===== config.mk =====
export PLATFORM = sky130hd
export DESIGN_NAME = lsu_mem_port
export DESIGN_NICKNAME = d
export VERILOG_FILES = /design/src/rtl/lsu_pkg.sv /design/src/rtl/lsu_mem_port_addr_gen.sv /design/src/rtl/lsu_mem_port.sv
export SDC_FILE = /design/constraint.sdc
export NUM_CORES = 1
export LEC_CHECK = 0
export BUFFER_PORTS_ARGS = -buffer_cell sky130_fd_sc_hd__buf_2
export CORE_MARGIN = 2
export CORE_UTILIZATION = 47
export DETAILED_ROUTE_END_ITERATION = 12
export GPL_TIMING_DRIVEN = 0
export PLACE_DENSITY = 0.8
export SLEW_MARGIN = 20
export SYNTH_ARGS = -nofsm -noshare
export SYNTH_HDL_FRONTEND = slang
export SYNTH_SLANG_ARGS = --single-unit
export TNS_END_PERCENT = 20

===== constraint.sdc =====
create_clock -name clk -period 1.7 [get_ports clk]
set_input_delay 0.085 -clock clk [delete_from_list [all_inputs] [get_ports clk]]
set_output_delay 0.085 -clock clk [all_outputs]
set_load 0.01 [all_outputs]

===== src/rtl/lsu_pkg.sv =====
// Shared types and helpers for the load/store memory port.
// LSU_READBACK_EN adds the VERIFY state used for post-store readback checking.
package lsu_pkg;

`ifdef LSU_READBACK_EN
   typedef enum logic [2:0] {IDLE, WRITE, READ, DRAIN, VERIFY} lsu_state_t;
`else
   typedef enum logic [1:0] {IDLE, WRITE, READ, DRAIN} lsu_state_t;
`endif

   function automatic int len_sz(input int max_burst);
      return $clog2(max_burst + 1);
   endfunction

   // Explicit compare so non-power-of-two depths wrap correctly.
   function automatic int unsigned wrap_inc(input int unsigned addr, input int unsigned m);
      return (addr == m - 1) ? 0 : addr + 1;
   endfunction

endpackage


===== src/rtl/lsu_mem_port_addr_gen.sv =====
// Wrap-around address counter: loads a start address and word count, advances
// on enable until the final word, and flags when the current address is the last.
module lsu_addr_gen
   import lsu_pkg::*;
#(
   parameter int M      = 32,
   parameter int AddrSz = $clog2(M),
   parameter int LenSz  = 3
) (
   input  logic              clk,
   input  logic              rst,
   input  logic              load_i,
   input  logic              en_i,
   input  logic [AddrSz-1:0] addr_i,
   input  logic [LenSz-1:0]  cnt_i,
   output logic [AddrSz-1:0] addr_o,
   output logic              last_o
);

   logic [AddrSz-1:0] addr_q, addr_d;
   logic [LenSz-1:0]  rem_q, rem_d;

   assign last_o = (rem_q == LenSz'(1));
   assign addr_o = addr_q;

   always_comb begin
      addr_d = addr_q;
      rem_d  = rem_q;
      if (load_i) begin
         addr_d = addr_i;
         rem_d  = cnt_i;
      end else if (en_i && !last_o) begin
         addr_d = AddrSz'(wrap_inc(int'(addr_q), M));
         rem_d  = rem_q - LenSz'(1);
      end
   end

   always_ff @(posedge clk) begin
      if (rst) begin
         addr_q <= '0;
         rem_q  <= '0;
      end else begin
         addr_q <= addr_d;
         rem_q  <= rem_d;
      end
   end

endmodule


===== src/rtl/lsu_mem_port.sv =====
// Load/store sequencer driving a synchronous RAM; streams load beats and store acks.
// Optional LSU_READBACK_EN: stores are re-read and compared before acking.
module lsu_mem_port
   import lsu_pkg::*;
#(
   parameter int N         = 8,
   parameter int M         = 32,
   parameter int AddrSz    = $clog2(M),
   parameter int MAX_BURST = 4,
   localparam int LenSz    = len_sz(MAX_BURST)
) (
   input  logic              clk,
   input  logic              rst,
   input  logic              req_valid,
   output logic              req_ready,
   input  logic              req_we,
   input  logic [AddrSz-1:0] req_addr,
   input  logic [N-1:0]      req_wdata,
   input  logic [LenSz-1:0]  req_len,
   output logic              resp_valid,
   output logic [N-1:0]      resp_data,
   output logic              resp_last,
   output logic              resp_err,
   output logic              busy,
   output logic [AddrSz-1:0] mem_addr,
   output logic [N-1:0]      mem_w_data,
   output logic              mem_w_en,
   input  logic [N-1:0]      mem_r_data
);

   lsu_state_t state_q, state_d;

   logic          wen_q, wen_d;
   logic [N-1:0]  wdata_q, wdata_d;
   logic          ack_q, ack_d;
   logic          err_q, err_d;
   logic          rdat_vld_q, rdat_vld_d;
   logic          rlast_q, rlast_d;
   logic          rv_q, rv_d, rl_q, rl_d, re_q, re_d;
   logic [N-1:0]  rd_q, rd_d;
   logic          busy_q;
`ifdef LSU_READBACK_EN
   logic          vfy_wait_q, vfy_wait_d;
`endif

   logic              ag_load, ag_en, ag_last;
   logic [LenSz-1:0]  ag_cnt, len_eff;
   logic              oor;

   lsu_addr_gen #(.M(M), .AddrSz(AddrSz), .LenSz(LenSz)) u_addr_gen (
      .clk    (clk),
      .rst    (rst),
      .load_i (ag_load),
      .en_i   (ag_en),
      .addr_i (req_addr),
      .cnt_i  (ag_cnt),
      .addr_o (mem_addr),
      .last_o (ag_last)
   );

   assign req_ready  = (state_q == IDLE);
   assign busy       = busy_q;
   assign mem_w_en   = wen_q;
   assign mem_w_data = wdata_q;
   assign resp_valid = rv_q;
   assign resp_last  = rl_q;
   assign resp_err   = re_q;
   assign resp_data  = rd_q;

   // Widened compare: only non-power-of-two depths can be out of range.
   assign oor = ({1'b0, req_addr} >= (AddrSz+1)'(M));

   always_comb begin
      len_eff = req_len;
      if (req_len == '0)
         len_eff = LenSz'(1);
      else if (req_len > LenSz'(MAX_BURST))
         len_eff = LenSz'(MAX_BURST);
   end

   always_comb begin
      state_d    = state_q;
      ag_load    = 1'b0;
      ag_en      = 1'b0;
      ag_cnt     = req_we ? LenSz'(1) : len_eff;
      wen_d      = 1'b0;
      wdata_d    = wdata_q;
      ack_d      = ack_q;
      err_d      = err_q;
      rdat_vld_d = (state_q == READ);
      rlast_d    = (state_q == READ) && ag_last;
      rv_d       = 1'b0;
      rl_d       = 1'b0;
      re_d       = 1'b0;
      rd_d       = '0;
`ifdef LSU_READBACK_EN
      vfy_wait_d = 1'b0;
`endif

      // RAM data returned for an address issued in READ becomes a beat here.
      if (rdat_vld_q) begin
         rv_d = 1'b1;
         rd_d = mem_r_data;
         rl_d = rlast_q;
      end

      case (state_q)
         IDLE: begin
            ack_d = 1'b0;
            err_d = 1'b0;
            if (req_valid) begin
               if (oor) begin
                  ack_d   = 1'b1;
                  err_d   = 1'b1;
                  state_d = DRAIN;
               end else if (req_we) begin
                  ag_load = 1'b1;
                  wen_d   = 1'b1;
                  wdata_d = req_wdata;
                  state_d = WRITE;
               end else begin
                  ag_load = 1'b1;
                  state_d = READ;
               end
            end
         end
         WRITE: begin
            ack_d = 1'b1;
`ifdef LSU_READBACK_EN
            state_d = VERIFY;
`else
            state_d = DRAIN;
`endif
         end
         READ: begin
            ag_en = 1'b1;
            if (ag_last) state_d = DRAIN;
         end
         DRAIN: begin
            if (ack_q) begin
               rv_d = 1'b1;
               rl_d = 1'b1;
               re_d = err_q;
            end
            state_d = IDLE;
         end
`ifdef LSU_READBACK_EN
         // First cycle re-presents the address, second sees the RAM output.
         VERIFY: begin
            if (!vfy_wait_q) begin
               vfy_wait_d = 1'b1;
            end else begin
               err_d   = (mem_r_data != wdata_q);
               state_d = DRAIN;
            end
         end
`endif
         default: state_d = IDLE;
      endcase
   end

   always_ff @(posedge clk) begin
      if (rst) begin
         state_q    <= IDLE;
         wen_q      <= 1'b0;
         wdata_q    <= '0;
         ack_q      <= 1'b0;
         err_q      <= 1'b0;
         rdat_vld_q <= 1'b0;
         rlast_q    <= 1'b0;
         rv_q       <= 1'b0;
         rl_q       <= 1'b0;
         re_q       <= 1'b0;
         rd_q       <= '0;
         busy_q     <= 1'b0;
`ifdef LSU_READBACK_EN
         vfy_wait_q <= 1'b0;
`endif
      end else begin
         state_q    <= state_d;
         wen_q      <= wen_d;
         wdata_q    <= wdata_d;
         ack_q      <= ack_d;
         err_q      <= err_d;
         rdat_vld_q <= rdat_vld_d;
         rlast_q    <= rlast_d;
         rv_q       <= rv_d;
         rl_q       <= rl_d;
         re_q       <= re_d;
         rd_q       <= rd_d;
         busy_q     <= (state_d != IDLE);
`ifdef LSU_READBACK_EN
         vfy_wait_q <= vfy_wait_d;
`endif
      end
   end

endmodule

; ---- Word-level counts from Yosys, hierarchy flattened
; Cells that the tools add are included.
[classes]
n_eq_ne = 5
mux = 23
n_bitwise = 3
add_sub_neg = 2
reduce_logical = 11
n_lt_le_gt_ge = 1
[ops]
columns = operator, count
row1 = 3-bit two-way mux, 5
row2 = 5-bit two-way mux, 3
row3 = 1-bit two-way mux, 10
row4 = 2-bit one-hot mux with 4 select lines, 1
row5 = 2-bit two-way mux, 3
row6 = 2-bit nonzero test, 3
row7 = "5-bit by 1-bit adder with 5-bit output, second input constant", 1
row8 = "5-bit == test, second input constant", 1
row9 = "2-bit == test, second input constant", 2
row10 = "3-bit by 1-bit == test with 1-bit output, second input constant", 1
row11 = "3-bit > comparator, second input constant", 1
row12 = 3-bit zero test, 1
row13 = 1-bit inverter, 3
row14 = 3-bit AND reduction, 1
row15 = 3-bit OR reduction, 1
row16 = "3-bit by 1-bit subtractor with 3-bit output, second input constant", 1
row17 = "2-bit by 1-bit == test with 1-bit output, second input constant", 1
row18 = 1-bit logical AND, 2
row19 = 2-bit zero test, 1
row20 = 1-bit one-hot mux with 2 select lines, 1
row21 = 2-bit OR reduction, 1
row22 = 1-bit zero test, 1
[totals]
output_inout_bits = 27
inputBits = 28
reg_bits = 33
elab_cells = 57

; ---- Logic depth before layout (Yosys ltp)
; Gate-level depths: netlist of run 1.
[depth]
ltp_word = 5
depth_mapped = 7
ltp_nobuf = 6

; ---- Modules after synthesis
; From an unflattened synthesis of run 1, not the netlist that was laid out.
[hier_totals]
cells_unflattened = 156
hier_area_um2 = 1423.9
[modules_own_cells]
columns = mod, seq_area_each_um2, cells_each, area_per_inst_um2, instances
row1 = lsu_mem_port, 500.5, 96, 934.6, 1
row2 = lsu_addr_gen, 160.2, 60, 489.2, 1

; ---- Worst setup path after synthesis of run 1
; OpenSTA, ideal clock, no wires.
[synth_timing]
path_kind = register to register
start = register u_addr_gen.addr_q[0] (netlist: u_addr_gen.addr_o[0])
end = register u_addr_gen.addr_q[0] (netlist: u_addr_gen.addr_o[0])
setup_slack_ps = 105
setup_time_ps = 88
path_stages_with_launch = 6
t_arrival_ps = 1507
required_ps = 1612
path_cell_list = dfxtp_1 > ha_1 > and3_1 > ha_1 > or3_1 > a311oi_2
[synth_via]
elab_chain_len = 4
[synth_rtl]
columns = item, line
row1 = from (decl), lsu_mem_port_addr_gen.sv:20  ; logic [AddrSz-1:0] addr_q, addr_d;
row2 = from (signal assigned), lsu_mem_port_addr_gen.sv:43  ; addr_q <= addr_d;
row3 = 5-bit by 1-bit adder with 5-bit output or 5-bit == test (tied branches), lsu_pkg.sv:17  ; return (addr == m - 1) ? 0 : addr + 1;
row4 = 5-bit two-way mux *, lsu_pkg.sv:17
row5 = 5-bit two-way mux *, lsu_mem_port_addr_gen.sv:32  ; end else if (en_i && !last_o) begin
row6 = 5-bit two-way mux *, lsu_mem_port_addr_gen.sv:29  ; if (load_i) begin
; Mark *: on every way between the ends. The rest lies on a longest branch, timed or not. The select of a mux whose other input is x is not followed.
; A chain may end at the register's enable or synchronous reset.

; ---- Final worst setup path of run 1
; Ends and elaborated chain as after synthesis.

==> results_dict.tcl, run 1 <==
set metrics [dict create \
    run_status "finished, final reports clean" \
    port_buffers 53 \
    antenna_cells_inserted 0 \
    drc 0 \
    cts.sinks 33 \
    ir_worst_vdd_uv 1130 \
    drive_above_1_share_pct 32.5 \
    start_kind "register" \
    grt_max_degree 12 \
    min_period_ns 1.62 \
    final.setup.tns_ns 0 \
    dpl.hpwl_um 2050 \
    fin_util_pct 69.1 \
    drv_slew 0 \
    grt_pass1_wl_um 4980 \
    cts_made_buffers 5 \
    critPathSlowestCell "dfxtp_2" \
    ys_async_sr_fraction_pct 0 \
    p_leak_uw 0.000902 \
    io_pins 55 \
    crit_family "simple AND/OR/NAND/NOR gates" \
    fmax_mhz 617 \
    dieArea_um2 3370 \
    synth_cells 151 \
    crit_type "register to register" \
    synth_top_flop_cell "dfxtp_1" \
    htreeDepth 2 \
    fillers 233 \
    via_per_inst 4.86 \
    grt_use_total_pct 19.2 \
    syn_area_per_cell_um2 9.09 \
    fin_ws_ns 0.0785 \
    hold_viol_final 0 \
    die_width_um 58.0 \
    rsz0062_at_grt "yes" \
    area_growth_pct 38.8 \
    synthTopCellsByArea "dfxtp_1 (48%), ha_1 (8.2%), a21oi_1 (6.2%), nand2_1 (6.0%), and2_1 (4.1%)" \
    netlist_area_um2 1370 \
    seq_area_frac_synth_pct 48.1 \
    critical-path-max-stage-delay_ns 0.36 \
    drv_cap 0 \
    synth_top_area_cell "dfxtp_1" \
    row_count 19 \
    end_kind "register" \
    fin_area_um2 1910 \
    place_ws_ns 0.0576 \
    clock_skew_ns 0.0106 \
    cp.arrival_ns 1.87 \
    dpl_cell_area_um2 1680 \
    wl_per_cell_um 11.4 \
    ant_nets 0 \
    hold_path.class "input port to register" \
    cts-root-buf "clkbuf_4" \
    clk_path_buf_depth 2 \
    num_vias 1258 \
    crit_fanout 5 \
    first_pass_iters 4 \
    ys_warn_count 0 \
    gp_congestion 0.789 \
    nets 264 \
    grt_pass1_vias 1174 \
    finalWirelength_um 2950 \
    drtIter0Drc 12 \
    cts_tree "yes" \
    insertion_delay_ns 0.33 \
    initial_utilization_pct 49.8 \
    cp_num_buf_inv 0 \
    yosys.cell_types.count 35 \
    synth-edff-count 0 \
    syn_nets 188 \
    period_share_pct 95.4 \
    ys_seq_elements 33 \
    path_cells "ha_1, and3_1, ha_2, or3_1, a311oi_2" \
    antenna_found_initial 0 \
    overflow 0 \
    clk_pin_slew_ns 0.11 \
    setup_viol 0 \
    crit_required_ns 1.95 \
    p_per_area_nw_per_um2 1270 \
    die_h_um 58.0 \
    synth_top_area_share_pct 48.1 \
    core_um2 2760 \
    hold_slack_ns 0.00623 \
]
[routing by layer]
metal	track usage, %	part of all wire, %	vias to the layer above
met1	22.9	44	558
met5	0	0	-
li1	-	-	659
met2	31.7	49	39
met3	6.70	6.2	2
met4	7.64	0.75	0
[worst reg2reg max path, cell delays in order (launching register included)]
cell and delay [ns]:
dfxtp_2 0.36, ha_1 0.22, and3_1 0.19, ha_2 0.19
or3_1 0.36, a311oi_2 0.23
[layout make-up]
class / count / area (um2) / area share [%]
Buffer: 5 / 25.0 / 1.31
Sequential cell: 33 / 663 / 34.8
Tap cell: 31 / 38.8 / 2.04
Multi-Input combinational cell: 106 / 672 / 35.3
Timing Repair Buffer: 69 / 425 / 22.3
Clock inverter: 3 / 17.5 / 0.919
Clock buffer: 5 / 37.5 / 1.97
Inverter: 7 / 26.3 / 1.38
[worst paths after layout]
| check | start | end | slack [ns] | cells past startpoint |
|---|---|---|---|---|
| max | u_addr_gen.addr_o[0]$_SDFFE_PP0P_ | u_addr_gen.addr_o[0]$_SDFFE_PP0P_ | 0.08 | 5 |
| min | req_len[1] | u_addr_gen.rem_q[1]$_SDFFE_PP0P_ | 0.006 | 3 |
| max reg2reg | u_addr_gen.addr_o[0]$_SDFFE_PP0P_ | u_addr_gen.addr_o[0]$_SDFFE_PP0P_ | 0.08 | 5 |
| min reg2reg | mem_w_data[6]$_SDFFE_PP0P_ | mem_w_data[6]$_SDFFE_PP0P_ | 0.46 | 2 |
[state kept, by name (all words and copies together) (netlist names)]
signal	cells
mem_w_data	8
resp_data	8
u_addr_gen.addr_o	5
u_addr_gen.rem_q	3
state_q	2
ack_q	1
busy	1
mem_w_en	1
rdat_vld_q	1
resp_last	1
resp_valid	1
rlast_q	1
[cell families (layout without fill, tap and decap cells)]
kind of cell               Yosys count  count (layout)  share of synthesized area, %
other                                1               1                         0.273
xor gates and xnor gates             3               3                          1.91
adders and majority gates            9               9                          8.20
AOI/OAI and AO/OA                   31              31                          14.6
DFF                                 33              33                          48.1
and+or+nand+nor                     60              60                          21.7
buffers and inverters               12              89                          3.74
muxes                                2               2                          1.46
[power by group]
group,leakage (uW),total (uW),switching [uW],internal (uW)
logic,0.000601,946,518,428
clock network,0.0000310,421,266,156
registers,0.000270,1050,111,940
total,0.000902,2420,894,1520
[repair_timing]
item | CTS | global route
endpoints found under the hold margin | 16 | 0
setup endpoints to repair | 0 | 10
buffers inserted | 0 | 0
hold buffers | 16 | 0
gates resized for setup | 0 | 6
[stage by stage]
| stage | total power (uW) | cells |
|---|---|---|
| 2_1_floorplan | 1710 | 151 |
| 3_3_place_gp | 1950 | 235 |
| 3_5_place_dp | 1960 | 235 |
| 4_1_cts | 2410 | 259 |
| 5_1_grt | 2620 | 259 |
| 6_report | 2420 | 259 |
[Yosys cell counts, types with 3 or more instances]
cell type	count
dfxtp_1	33
nand2_1	22
a21oi_1	17
nor2_1	13
and2_1	9
ha_1	9
inv_1	7
nand3_1	4
a211oi_1	3
[layout by cell type (no fill, tap or decap), drive strengths merged, types with 3 or more instances in the layout]
cell type,count
a211oi,3
dlygate4sd3,16
nand3,4
a311oi,3
dfxtp,33
nand2,23
clkbuf,7
inv,7
buf,56
and2,10
a21oi,17
nor2,13
ha,9
Power figures use the tool's default switching activity.
==> inputs of run 2 (changes only) <==
ABC_AREA = 1   (was default)
CORE_UTILIZATION = 48   (was 47)
==> results_dict.tcl, run 2 <==
set metrics [dict create \
    run_status "finished, final reports clean" \
    synth-edff-count 0 \
    end_kind "register" \
    mostFrequentLayoutCells "buf_2 (54), nand2_1 (39), dfxtp_1 (33)" \
    cts-root-buf "clkbuf_4" \
    insertion_delay_ns 0.33 \
    start_kind "register" \
    r2r_cells 11 \
    finalWirelength_um 3220 \
    cp_common_cell "nand2_1" \
    drv_cap 0 \
    synth_top_area_cell "dfxtp_1" \
    io_pins 55 \
    hold_viol_final 0 \
    die_width_um 60.4 \
    dpl_cell_area_um2 1840 \
    post_cts_buffers 0 \
    antenna_cells_inserted 0 \
    p_per_area_nw_per_um2 1230 \
    syn_nets 224 \
    hold_slack_ns 0.00975 \
    synthTopCellsByArea "dfxtp_1 (43%), nand2_1 (9.6%), ha_1 (7.4%), inv_1 (6.2%), nand3_2 (5.9%)" \
    crit_family "simple AND/OR/NAND/NOR gates" \
    clock_skew_ns 0.00930 \
    seq_area_frac_synth_pct 43.3 \
    min_period_ns 1.48 \
    path_cells "ha_1, nand2_1, nor2_1, ha_1, inv_1, nand2_1, nor2_1, nand3_1, nand3_2, nand2_1, inv_1" \
    dp.cells 283 \
    dieArea_um2 3640 \
    core_um2 3030 \
    final.setup.tns_ns 0 \
    ys_async_sr_fraction_pct 0 \
    cts_tree "yes" \
    fmax_mhz 676 \
    clk_pin_slew_ns 0.11 \
    nets 297 \
    crit_type "register to register" \
    crit_required_ns 1.93 \
    r2r_setup_slack_ns 0.22 \
    initial_utilization_pct 50.4 \
    via_per_inst 4.61 \
    crit_fanout 6 \
    synth_cells 187 \
    yosys.cell_types.count 24 \
    drv_slew 0 \
    dpl.hpwl_um 2170 \
    drive_above_1_share_pct 34.9 \
    setup_viol 0 \
    hold_depth 3 \
    ys_warn_count 0 \
    area_growth_pct 33.5 \
    synth_top_flop_cell "dfxtp_1" \
    synth_top_area_share_pct 43.3 \
    layout.cells.non_filler 305 \
    drc 0 \
    row_count 20 \
    fin_area_um2 2040 \
    fin_ws_ns 0.221 \
    antenna_found_initial 0 \
    cts_made_buffers 5 \
    grt_max_degree 12 \
    die_h_um 60.4 \
    gp_congestion 0.778 \
    clk_path_buf_depth 2 \
    min_from "req_wdata[2]" \
    mostFrequentLayoutCell "buf_2" \
    drtIter0Drc 36 \
    grt_use_total_pct 18.9 \
    first_pass_iters 4 \
    reg2reg_from "u_addr_gen.addr_o[0]$_SDFFE_PP0P_" \
    p_leak_uw 0.00105 \
    ir_worst_vdd_uv 541 \
    synth_most_common_cell "nand2_1" \
    period_share_pct 87.0 \
    synth_common_cells "nand2_1 (39), dfxtp_1 (33), inv_1 (25)" \
    rsz0062_at_grt "no" \
    ant_nets 0 \
    reg2reg_to "u_addr_gen.addr_o[2]$_SDFFE_PP0P_" \
    syn_area_per_cell_um2 8.16 \
    grt_pass1_wl_um 5180 \
    hold_end "mem_w_data[2]$_SDFFE_PP0P_" \
    cp_num_buf_inv 2 \
    netlist_area_um2 1530 \
    port_buffers 52 \
    critPathSlowestCell "dfxtp_1" \
    critical-path-max-stage-delay_ns 0.42 \
    overflow 0 \
    place_ws_ns 0.249 \
    ys_seq_elements 33 \
    grt_pass1_vias 1256 \
    wl_per_cell_um 10.6 \
    htreeDepth 2 \
    num_vias 1407 \
    cts.sinks 33 \
    cp.arrival_ns 1.71 \
    cts_resized 0 \
    hold_path.class "input port to register" \
]
[run 2: cells by family after synthesis]
logic type                 synth area share (%)
DFF                                        43.3
adders and majority gates                  7.38
AOI/OAI and AO/OA                          10.7
and+or+nand+nor                            27.6
buffers and inverters                      10.1
xor gates and xnor gates                  0.574
other                                     0.246
[run 2: where the power goes]
part	switching (uW)	leakage [uW]	internal, uW
Clock	272	0.0000310	156
Sequential	105	0.000269	926
Combinational	623	0.000747	431
[run 2: metrics by stage]
step	utilization (%)	total power [uW]
after floorplan	-	1810
after global placement	60.8	2060
after detailed placement	60.8	2080
after CTS	66.9	2530
after global routing	67.2	2730
final	67.2	2510
[run 2: layout make-up]
cell class | instances | area (um2)
Clock buffer | 5 | 37.5
Tap cell | 44 | 55.1
Inverter | 27 | 109
Fill cell | 260 | 992
Buffer | 5 | 45.0
Clock inverter | 3 | 17.5
Sequential cell | 33 | 661
Timing Repair Buffer | 66 | 400
Multi-Input combinational cell | 122 | 711
[run 2: timing repair]
action,4_1_cts,5_1_grt
endpoints found under the setup margin,0,0
endpoints found under the hold margin,12,1
hold buffers,13,1
[run 2: worst min-delay path, stage by stage]
cell and delay [ns]:
buf_2 0.10, nand3_2 0.07, a21oi_2 0.05
[run 2: worst max-delay path by stage]
stage / cells after the start / start / to
final: 11 / u_addr_gen.addr_o[0]$_SDFFE_PP0P_ / u_addr_gen.addr_o[2]$_SDFFE_PP0P_
after global routing: 7 / state_q[0]$_SDFF_PP0_ / u_addr_gen.addr_o[0]$_SDFFE_PP0P_
after CTS: 9 / state_q[0]$_SDFF_PP0_ / u_addr_gen.addr_o[2]$_SDFFE_PP0P_
after detailed placement: 9 / state_q[0]$_SDFF_PP0_ / u_addr_gen.addr_o[2]$_SDFFE_PP0P_
after global placement: 11 / u_addr_gen.addr_o[1]$_SDFFE_PP0P_ / u_addr_gen.addr_o[2]$_SDFFE_PP0P_
after floorplan: 11 / u_addr_gen.addr_o[0]$_SDFFE_PP0P_ / u_addr_gen.addr_o[2]$_SDFFE_PP0P_
[run 2: routing by layer]
layer,global-route usage [%],up-vias,routed length [um]
met3,6.18,3,210
li1,-,730,-
met4,2.86,0,18
met1,22.1,619,1410
met5,0,-,0
met2,34.2,55,1580
